**config.mk**
```make
export PLATFORM = sky130hd
export DESIGN_NAME = lb_idle_buf
export DESIGN_NICKNAME = d
export VERILOG_FILES = /design/src/rtl/lb_idle_buf_pkg.sv /design/src/rtl/lb_idle_buf_fifo.sv /design/src/rtl/lb_idle_buf.sv
export SDC_FILE = /design/constraint.sdc
export NUM_CORES = 1
export LEC_CHECK = 0
export ABC_AREA = 1
export CAP_MARGIN = 20
export CORE_UTILIZATION = 45
export DETAILED_ROUTE_END_ITERATION = 6
export PLACE_DENSITY = 0.65
export SLEW_MARGIN = 40
export SYNTH_ARGS = -nofsm -noshare
export SYNTH_HDL_FRONTEND = slang
export SYNTH_SLANG_ARGS = --single-unit
```
**constraint.sdc**
```tcl
create_clock -name clk -period 7.38 [get_ports clk]
set_input_delay 1.845 -clock clk [delete_from_list [all_inputs] [get_ports clk]]
set_output_delay 1.845 -clock clk [all_outputs]
set_load 0.02 [all_outputs]
```
**src/rtl/lb_idle_buf_pkg.sv**
```systemverilog
// Shared PCS block definitions for the idle buffer: block layout, fixed idle/error
// encodings and the frame-tracking rule used on both sides of the FIFO.
package lb_idle_buf_pkg;

  localparam int DATA_W      = 64;
  localparam int KEEP_W      = 8;
  localparam int START_MAX_W = 2;

  // One start bit per lane position: two in 10G mode, one otherwise.
  function automatic int start_w(input int is_10g);
    return (is_10g != 0) ? 2 : 1;
  endfunction

  typedef struct packed {
    logic                   ctrl;
    logic                   idle;
    logic [START_MAX_W-1:0] start;
    logic                   term;
    logic                   err;
    logic [DATA_W-1:0]      data;
    logic [KEEP_W-1:0]      keep;
  } pcs_blk_t;

  localparam int BLK_W = $bits(pcs_blk_t);

  localparam pcs_blk_t IDLE_BLK = '{ctrl: 1'b1, idle: 1'b1, start: '0, term: 1'b0,
                                    err: 1'b0, data: '0, keep: '0};
  localparam pcs_blk_t ERR_BLK  = '{ctrl: 1'b1, idle: 1'b0, start: '0, term: 1'b0,
                                    err: 1'b1, data: '0, keep: '0};

  localparam logic [0:0] ST_IDLE  = 1'b0;
  localparam logic [0:0] ST_FRAME = 1'b1;

  // Frame enters on any start, leaves on terminate or on an error block.
  function automatic logic [0:0] frame_next(input logic [0:0] st, input logic vld,
                                            input logic sop, input logic eop,
                                            input logic err);
    frame_next = st;
    if (st == ST_IDLE) begin
      if (vld && sop) frame_next = ST_FRAME;
    end else if ((vld && eop) || err) begin
      frame_next = ST_IDLE;
    end
  endfunction

endpackage

```
**src/rtl/lb_idle_buf_fifo.sv**
```systemverilog
// Synchronous FIFO of PCS blocks with a level counter; a push onto a full FIFO
// succeeds when a pop happens in the same cycle.
module lb_idle_buf_fifo
  import lb_idle_buf_pkg::*;
#(
  parameter int DEPTH = 8,
  localparam int AW = $clog2(DEPTH),
  localparam int LW = AW + 1
) (
  input  logic             clk,
  input  logic             reset,
  input  logic             push_i,
  input  logic             pop_i,
  input  logic [BLK_W-1:0] din_i,
  output logic [BLK_W-1:0] dout_o,
  output logic [LW-1:0]    level_o,
  output logic             empty_o,
  output logic             full_o
);

  logic [BLK_W-1:0] mem_q [DEPTH];
  logic [AW-1:0]    wr_ptr_q, wr_ptr_d;
  logic [AW-1:0]    rd_ptr_q, rd_ptr_d;
  logic [LW-1:0]    level_q, level_d;
  logic             do_push, do_pop;

  assign empty_o = (level_q == '0);
  assign full_o  = (level_q == LW'(DEPTH));
  assign do_pop  = pop_i && !empty_o;
  assign do_push = push_i && (!full_o || do_pop);

  always_comb begin
    wr_ptr_d = wr_ptr_q;
    rd_ptr_d = rd_ptr_q;
    level_d  = level_q;
    if (do_push) wr_ptr_d = wr_ptr_q + AW'(1);
    if (do_pop)  rd_ptr_d = rd_ptr_q + AW'(1);
    case ({do_push, do_pop})
      2'b10:   level_d = level_q + LW'(1);
      2'b01:   level_d = level_q - LW'(1);
      default: level_d = level_q;
    endcase
  end

  always_ff @(posedge clk) begin
    if (reset) begin
      wr_ptr_q <= '0;
      rd_ptr_q <= '0;
      level_q  <= '0;
    end else begin
      wr_ptr_q <= wr_ptr_d;
      rd_ptr_q <= rd_ptr_d;
      level_q  <= level_d;
    end
  end

  // Storage carries data only, so it is left out of reset.
  always_ff @(posedge clk) begin
    if (do_push) mem_q[wr_ptr_q] <= din_i;
  end

  assign dout_o  = mem_q[rd_ptr_q];
  assign level_o = level_q;

endmodule

```
**src/rtl/lb_idle_buf.sv**
```systemverilog
// Rate-matching idle buffer between PCS RX and TX: deletes idles between frames when
// nearly full, inserts idles (or an error block mid-frame) when empty.
// Define LB_IDLE_BUF_STAT_EN to build the saturating deleted/inserted idle counters.
module lb_idle_buf
  import lb_idle_buf_pkg::*;
#(
  parameter int IS_10G = 1,
  parameter int DEPTH  = 8,
  parameter int HI_WM  = DEPTH - 2,
  localparam int START_W = start_w(IS_10G)
) (
  input  logic               clk,
  input  logic               reset,
  input  logic               valid_i,
  input  logic               ctrl_v_i,
  input  logic               idle_v_i,
  input  logic [START_W-1:0] start_v_i,
  input  logic               term_v_i,
  input  logic               err_v_i,
  input  logic [DATA_W-1:0]  data_i,
  input  logic [KEEP_W-1:0]  keep_i,
  input  logic               ready_i,
  output logic               ctrl_v_o,
  output logic               idle_v_o,
  output logic [START_W-1:0] start_v_o,
  output logic               term_v_o,
  output logic               err_v_o,
  output logic [DATA_W-1:0]  data_o,
  output logic [KEEP_W-1:0]  keep_o,
  output logic [1:0]         sticky_o,
  output logic [15:0]        del_cnt_o,
  output logic [15:0]        ins_cnt_o
);

  localparam int LW = $clog2(DEPTH) + 1;
  localparam logic [LW-1:0] HI_WM_L = LW'(HI_WM);

  pcs_blk_t   in_blk, head_blk, out_q, out_d;
  logic [LW-1:0] level;
  logic       empty, full;
  logic [0:0] w_state_q, w_state_d, r_state_q, r_state_d;
  logic [1:0] sticky_q, sticky_d;
  logic       del_blk, push, pop, ovf;

  assign in_blk = '{ctrl: ctrl_v_i, idle: idle_v_i, start: START_MAX_W'(start_v_i),
                    term: term_v_i, err: err_v_i, data: data_i, keep: keep_i};

  // Idles are only safe to drop between frames.
  assign del_blk = valid_i && idle_v_i && (w_state_q == ST_IDLE) && (level >= HI_WM_L);
  assign push    = valid_i && !del_blk;
  assign pop     = ready_i && !empty;
  assign ovf     = push && full && !pop;

  lb_idle_buf_fifo #(
    .DEPTH (DEPTH)
  ) u_fifo (
    .clk     (clk),
    .reset   (reset),
    .push_i  (push),
    .pop_i   (ready_i),
    .din_i   (in_blk),
    .dout_o  (head_blk),
    .level_o (level),
    .empty_o (empty),
    .full_o  (full)
  );

  always_comb begin
    w_state_d = frame_next(w_state_q, valid_i, |start_v_i, term_v_i, err_v_i);
    r_state_d = r_state_q;
    out_d     = out_q;
    sticky_d  = sticky_q;
    if (ovf) sticky_d[0] = 1'b1;
    if (ready_i) begin
      if (!empty) begin
        out_d     = head_blk;
        r_state_d = frame_next(r_state_q, 1'b1, |head_blk.start, head_blk.term, head_blk.err);
      end else if (r_state_q == ST_IDLE) begin
        out_d = IDLE_BLK;
      end else begin
        // Ran dry inside a frame: poison it so the far end discards it.
        out_d       = ERR_BLK;
        sticky_d[1] = 1'b1;
        r_state_d   = ST_IDLE;
      end
    end
  end

  always_ff @(posedge clk) begin
    if (reset) begin
      w_state_q <= ST_IDLE;
      r_state_q <= ST_IDLE;
      sticky_q  <= '0;
      out_q     <= IDLE_BLK;
    end else begin
      w_state_q <= w_state_d;
      r_state_q <= r_state_d;
      sticky_q  <= sticky_d;
      out_q     <= out_d;
    end
  end

  assign ctrl_v_o  = out_q.ctrl;
  assign idle_v_o  = out_q.idle;
  assign start_v_o = out_q.start[START_W-1:0];
  assign term_v_o  = out_q.term;
  assign err_v_o   = out_q.err;
  assign data_o    = out_q.data;
  assign keep_o    = out_q.keep;
  assign sticky_o  = sticky_q;

`ifdef LB_IDLE_BUF_STAT_EN
  function automatic logic [15:0] sat_inc16(input logic [15:0] v);
    return (v == 16'hFFFF) ? v : v + 16'd1;
  endfunction

  logic [15:0] del_cnt_q, ins_cnt_q;
  logic        ins_idle;

  assign ins_idle = ready_i && empty && (r_state_q == ST_IDLE);

  always_ff @(posedge clk) begin
    if (reset) begin
      del_cnt_q <= '0;
      ins_cnt_q <= '0;
    end else begin
      if (del_blk)  del_cnt_q <= sat_inc16(del_cnt_q);
      if (ins_idle) ins_cnt_q <= sat_inc16(ins_cnt_q);
    end
  end

  assign del_cnt_o = del_cnt_q;
  assign ins_cnt_o = ins_cnt_q;
`else
  assign del_cnt_o = '0;
  assign ins_cnt_o = '0;
`endif

endmodule

```
# After elaboration in Yosys (flattened, before gate mapping)
# Memory sizes are Yosys's and may differ from the RTL's. A register that Yosys moved wholly into a read port is not among the register bits.
# Index checks and enable logic that the tools add are counted.
# classes
n_eq_ne,3
addsub,4
n_lt_le_gt_ge,1
bitwise,1
n_reduce_logical,22
n_mux,14
# ops
operator,n
78-bit 2-to-1 mux,1
77-bit 2-to-1 mux,1
1-bit logical AND,10
1-bit 2-to-1 mux,9
4-bit case mux with 2 select lines,1
"3-bit by 1-bit adder with 3-bit output, second input constant",2
3-bit 2-to-1 mux,2
"4-bit by 1-bit adder with 4-bit output, second input constant",1
"4-bit equality test, second input constant",1
"4-bit by 3-bit greater-or-equal comparator with 1-bit output, second input constant",1
1-bit zero test,4
4-bit zero test,1
2-bit OR reduction,2
"4-bit by 1-bit subtractor with 4-bit output, second input constant",1
1-bit logical OR,3
3-bit AND reduction,1
"2-bit by 1-bit equality test with 1-bit output, second input constant",1
"2-bit equality test, second input constant",1
2-bit nonzero test,1
1-bit inverter,1
# word_totals
mem_bits_rw,624
memories,1
register_bits,92
# memory_table
memory,depth,word_bits,read_ports,rd_ports_with_merged_regs,wr,line_no,source
u_fifo.mem_q,8,78,1,1,1,lb_idle_buf_fifo.sv:21,logic [BLK_W-1:0] mem_q [DEPTH];

# Logic depth before layout (Yosys ltp)
# logic_depth
word_depth,8
ltp_mapped,14
depth_no_buf,14

# Modules after synthesis
# From an unflattened synthesis, not the netlist that was laid out.
# hier_totals
hier_cells,2091
area_unflattened_um2,27944.3
# modules_own_cells
mod,area_each_um2,cells_each,n_inst
lb_idle_buf_fifo,24776.3,1683,1
lb_idle_buf,3168.0,408,1

# Worst setup path before layout
# Ideal clock, no wire load.
# synth_timing
path_kind,input-to-reg
start,input port ready_i
end,"memory u_fifo.mem_q[1][0] in the netlist's numbering, enable pin"
arrival_ps,5744
setup_ps,515
slack_ps,1122
stages,8
path_cell_list,inv_2 nand4_1 inv_1 nor2_1 inv_1 nor2_1 inv_1 nor2_1
# synth_between
elab_chain_cells,5
# synth_lines
element,line_no,source
from (decl),lb_idle_buf.sv:22,"input logic ready_i,"
1-bit logical AND,lb_idle_buf_fifo.sv:29,assign do_pop = pop_i && !empty_o;
1-bit logical OR,lb_idle_buf_fifo.sv:30,assign do_push = push_i && (!full_o || do_pop);
1-bit logical AND,lb_idle_buf_fifo.sv:30,
1-bit 2-to-1 mux,lb_idle_buf_fifo.sv:59,if (do_push) mem_q[wr_ptr_q] <= din_i;
1-bit 2-to-1 mux (implied by the code),lb_idle_buf_fifo.sv:59,
to (decl),lb_idle_buf_fifo.sv:21,
# Every way passes these cells.

# Worst setup path after layout
# layout_timing
start,input port idle_v_i
end,"memory u_fifo.mem_q[2][0] in the netlist's numbering, enable pin"
# layout_between
elab_chain_cells,8
# layout_lines
element,line_no,source
from (decl),lb_idle_buf.sv:16,"input logic idle_v_i,"
1-bit logical AND (3 in a row),lb_idle_buf.sv:49,assign del_blk = valid_i && idle_v_i && (w_state_q == ST_IDLE) && (level >= HI_WM_L);
1-bit zero test,lb_idle_buf.sv:50,assign push = valid_i && !del_blk;
1-bit logical AND,lb_idle_buf.sv:50,
1-bit logical AND,lb_idle_buf_fifo.sv:30,
1-bit 2-to-1 mux,lb_idle_buf_fifo.sv:59,
1-bit 2-to-1 mux (implied by the code),lb_idle_buf_fifo.sv:59,
# Every way passes these cells.

==> results.toml <==
[floorplanning]
die_y_um = 250
fp-row-count = 90
ios = 194
die_area_mm2 = 0.0626
die_x_um = 250
initial_core_util = 0.457
fp.coreArea_mm2 = 0.0606

[critical_path]
path_class = "in2reg"
worstPathArrival_ns = 4.49
cp_max_fo = 28
worstSetupEndpointType = "flop"
required_ns = 7.62
setup.worst_path.start_class = "input port"

[clock_tree]
cts_hold_buf = 0
cts.root.buffer_cell = "clkbuf_16"
numCtsBuffers = 73
cts_resized = 0
cts_tree = "done"
cts_max_level = 3
postCtsSetupRepairBufs = 0
path_clk_slew_ns = 0.06
clockBufferDepth = 3
clock_latency_ns = 0.60
cts_sinks = 719

[power_and_ir_drop]
pwr_density_cell_mw_per_mm2 = 341
leakage_nw = 10.6
p_total_mw = 11.0
irDropWorstVdd_uv = 171

[drt]
routed_wirelength_um = 65100
dr.pass1.iters = 7
via_count = 17329
wl_per_cell_um = 20.9
remaining_drc_errors = 1
drtAntennaViolNets = 0
vias_per_cell = 5.57
drt-initial-drc-count = 1525

[logic_synthesis]
post-synth-top-count-cell = "edfxtp_1"
synth-compound-area-share = 0.113
synth_warnings = 0
synth-async-reset-ratio = 0
synth-main-ff-cell = "edfxtp_1"
netlist.area_leader.share = 0.676
synth_top_family_by_area = "compound AO/OA/AOI/OAI gates"
synth_area_leader_cell = "edfxtp_1"
syn_inst = 2142
ys_ff_latch = 719
yosys.area_share.simple = 0.0936
synthAdderAreaFrac = 0.00226
synth_cell_types = 27
synth.yosys.seq_area_share = 0.745
synth_top_cells_by_area = "edfxtp_1, dfxtp_1, nor2_1"
avgSynthCellArea_um2 = 12.9
synth_xor_area_frac = 0.000948
yosys-top-cells-count = "edfxtp_1, nor2_1, o21ai_0"
synth_mux_area_frac = 0
synth-edff-count = 624
synth_area_mm2 = 0.0277

[outcome]
outcome = "complete, but fails checks"
violations = "DRC"

[placement]
gp_congestion = 0.767
place_ws_ns = 2.27
port_buffers = 161
dpl.cell_count = 2969
dp_hpwl_um = 36000

[sta]
fin_tns_setup_ns = 0
finalHoldViolations = 0
max-slew-margin-rel = 0.453
period_share = 0.577
slew_violations = 0
max_freq_mhz = 235
worst_pin_slew_ns = 0.820
rsz0062_at_grt = "false"
period_needed_ns = 4.26
finalSetupViolCount = 0
fin_skew_ns = 0.0179
postLayoutSetupSlackWorst_ns = 3.12

[global_routing]
grt_pass1_wl_um = 100000
grt_pass1_vias = 17044
grt.overflow.total = 0
grtUsageTotal = 0.208
grt_antenna_before_repair = 7
grt_max_degree = 134

[finish]
fillers = 4943
final_cells = 3109
drive_gt1_frac = 0.0649
area_delta_synth_final_pct = 16.4
nets = 2353

[run]
drv_cap = 0

[min_path]
hold_path_class = "reg2reg"
-- registers in the layout, summed over array words and instances, names as in the netlist, 2 cells and up, named ones only --
signal,count
keep_o,8
u_fifo.level_o,4
u_fifo.rd_ptr_q,3
data_o,64
u_fifo.mem_q,624
start_v_o,2
u_fifo.wr_ptr_q,3
sticky_o,2
-- worst max-delay path, stage by stage --
cell and delay (ns):
clkdlybuf4s50_1 0.59, nand3_1 0.21, nand2_1 0.07, nor2_1 0.29
nand2_1 0.32, nor2_4 0.43, buf_8 0.26, buf_4 0.45
-- worst paths after layout --
| path | from | to | slack [ns] | depth (start not counted) |
|---|---|---|---|---|
| setup / recovery | idle_v_i | u_fifo.mem_q[2][0] | 3.12 | 8 |
| hold reg to reg | sticky_o[1] | sticky_o[1] | 0.45 | 2 |
| hold / removal | sticky_o[1] | sticky_o[1] | 0.45 | 2 |
| setup reg to reg | flop | data_o[5] | 4.35 | 6 |
-- kinds of logic after synthesis --
kind of cell	after synthesis
AO/OA/AOI/OAI	536
XOR/XNOR	3
adder cells (fa/ha/maj)	5
flip-flops	719
AND/OR/NAND/NOR	651
other	1
buffers and inverters	227
-- stage by stage --
stage	hold slack (ns)	util	area, µm²
global placement	0.438	0.490	29700
floorplan	0.433	-	27800
finish	0.454	0.532	32200
global route	0.485	0.532	32200
detailed placement	0.450	0.493	29900
CTS	0.459	0.531	32200
-- area by class of cell --
type / instances / area [µm²] / share of cell area
Tap cell: 782 / 978 / 0.0303
Clock buffer: 104 / 2050 / 0.0634
Multi-Input combinational cell: 1227 / 6000 / 0.186
Antenna cell: 2 / 5.00 / 0.000155
Inverter: 48 / 199 / 0.00617
Timing Repair Buffer: 197 / 2130 / 0.0662
Clock inverter: 30 / 233 / 0.00722
Sequential cell: 719 / 20700 / 0.640
-- layer usage --
metal / vias to the layer above / share of wire / global-route usage
li1: 8039 / - / -
met1: 8571 / 0.43 / 0.285
met2: 606 / 0.47 / 0.334
met3: 103 / 0.071 / 0.0419
met4: 10 / 0.021 / 0.0643
met5: - / 0.0012 / 0
-- placed cells by master (no fill, tap or decap), drive strengths merged, types with 48 or more instances in the layout --
cell type      synthesis  final
nand3                118    118
inv                   47     48
nand2                154    154
edfxtp               624    624
o211ai                74     74
clkbuf                67    104
nor2                 378    378
o21ai                299    299
a21oi                 89     89
dfxtp                 95     95
clkdlybuf4s50          0    160
o221ai                72     72
-- where the power goes --
| part | switching (mW) | total (mW) | internal, mW | leakage [nW] |
|---|---|---|---|---|
| logic | 1.68 | 2.54 | 0.863 | 3.03 |
| registers | 0.196 | 4.95 | 4.75 | 6.44 |
| clock network | 1.48 | 3.52 | 2.04 | 1.11 |
| total | 3.36 | 11.0 | 7.65 | 10.6 |
No activity file was read; power rests on OpenSTA's default activity.
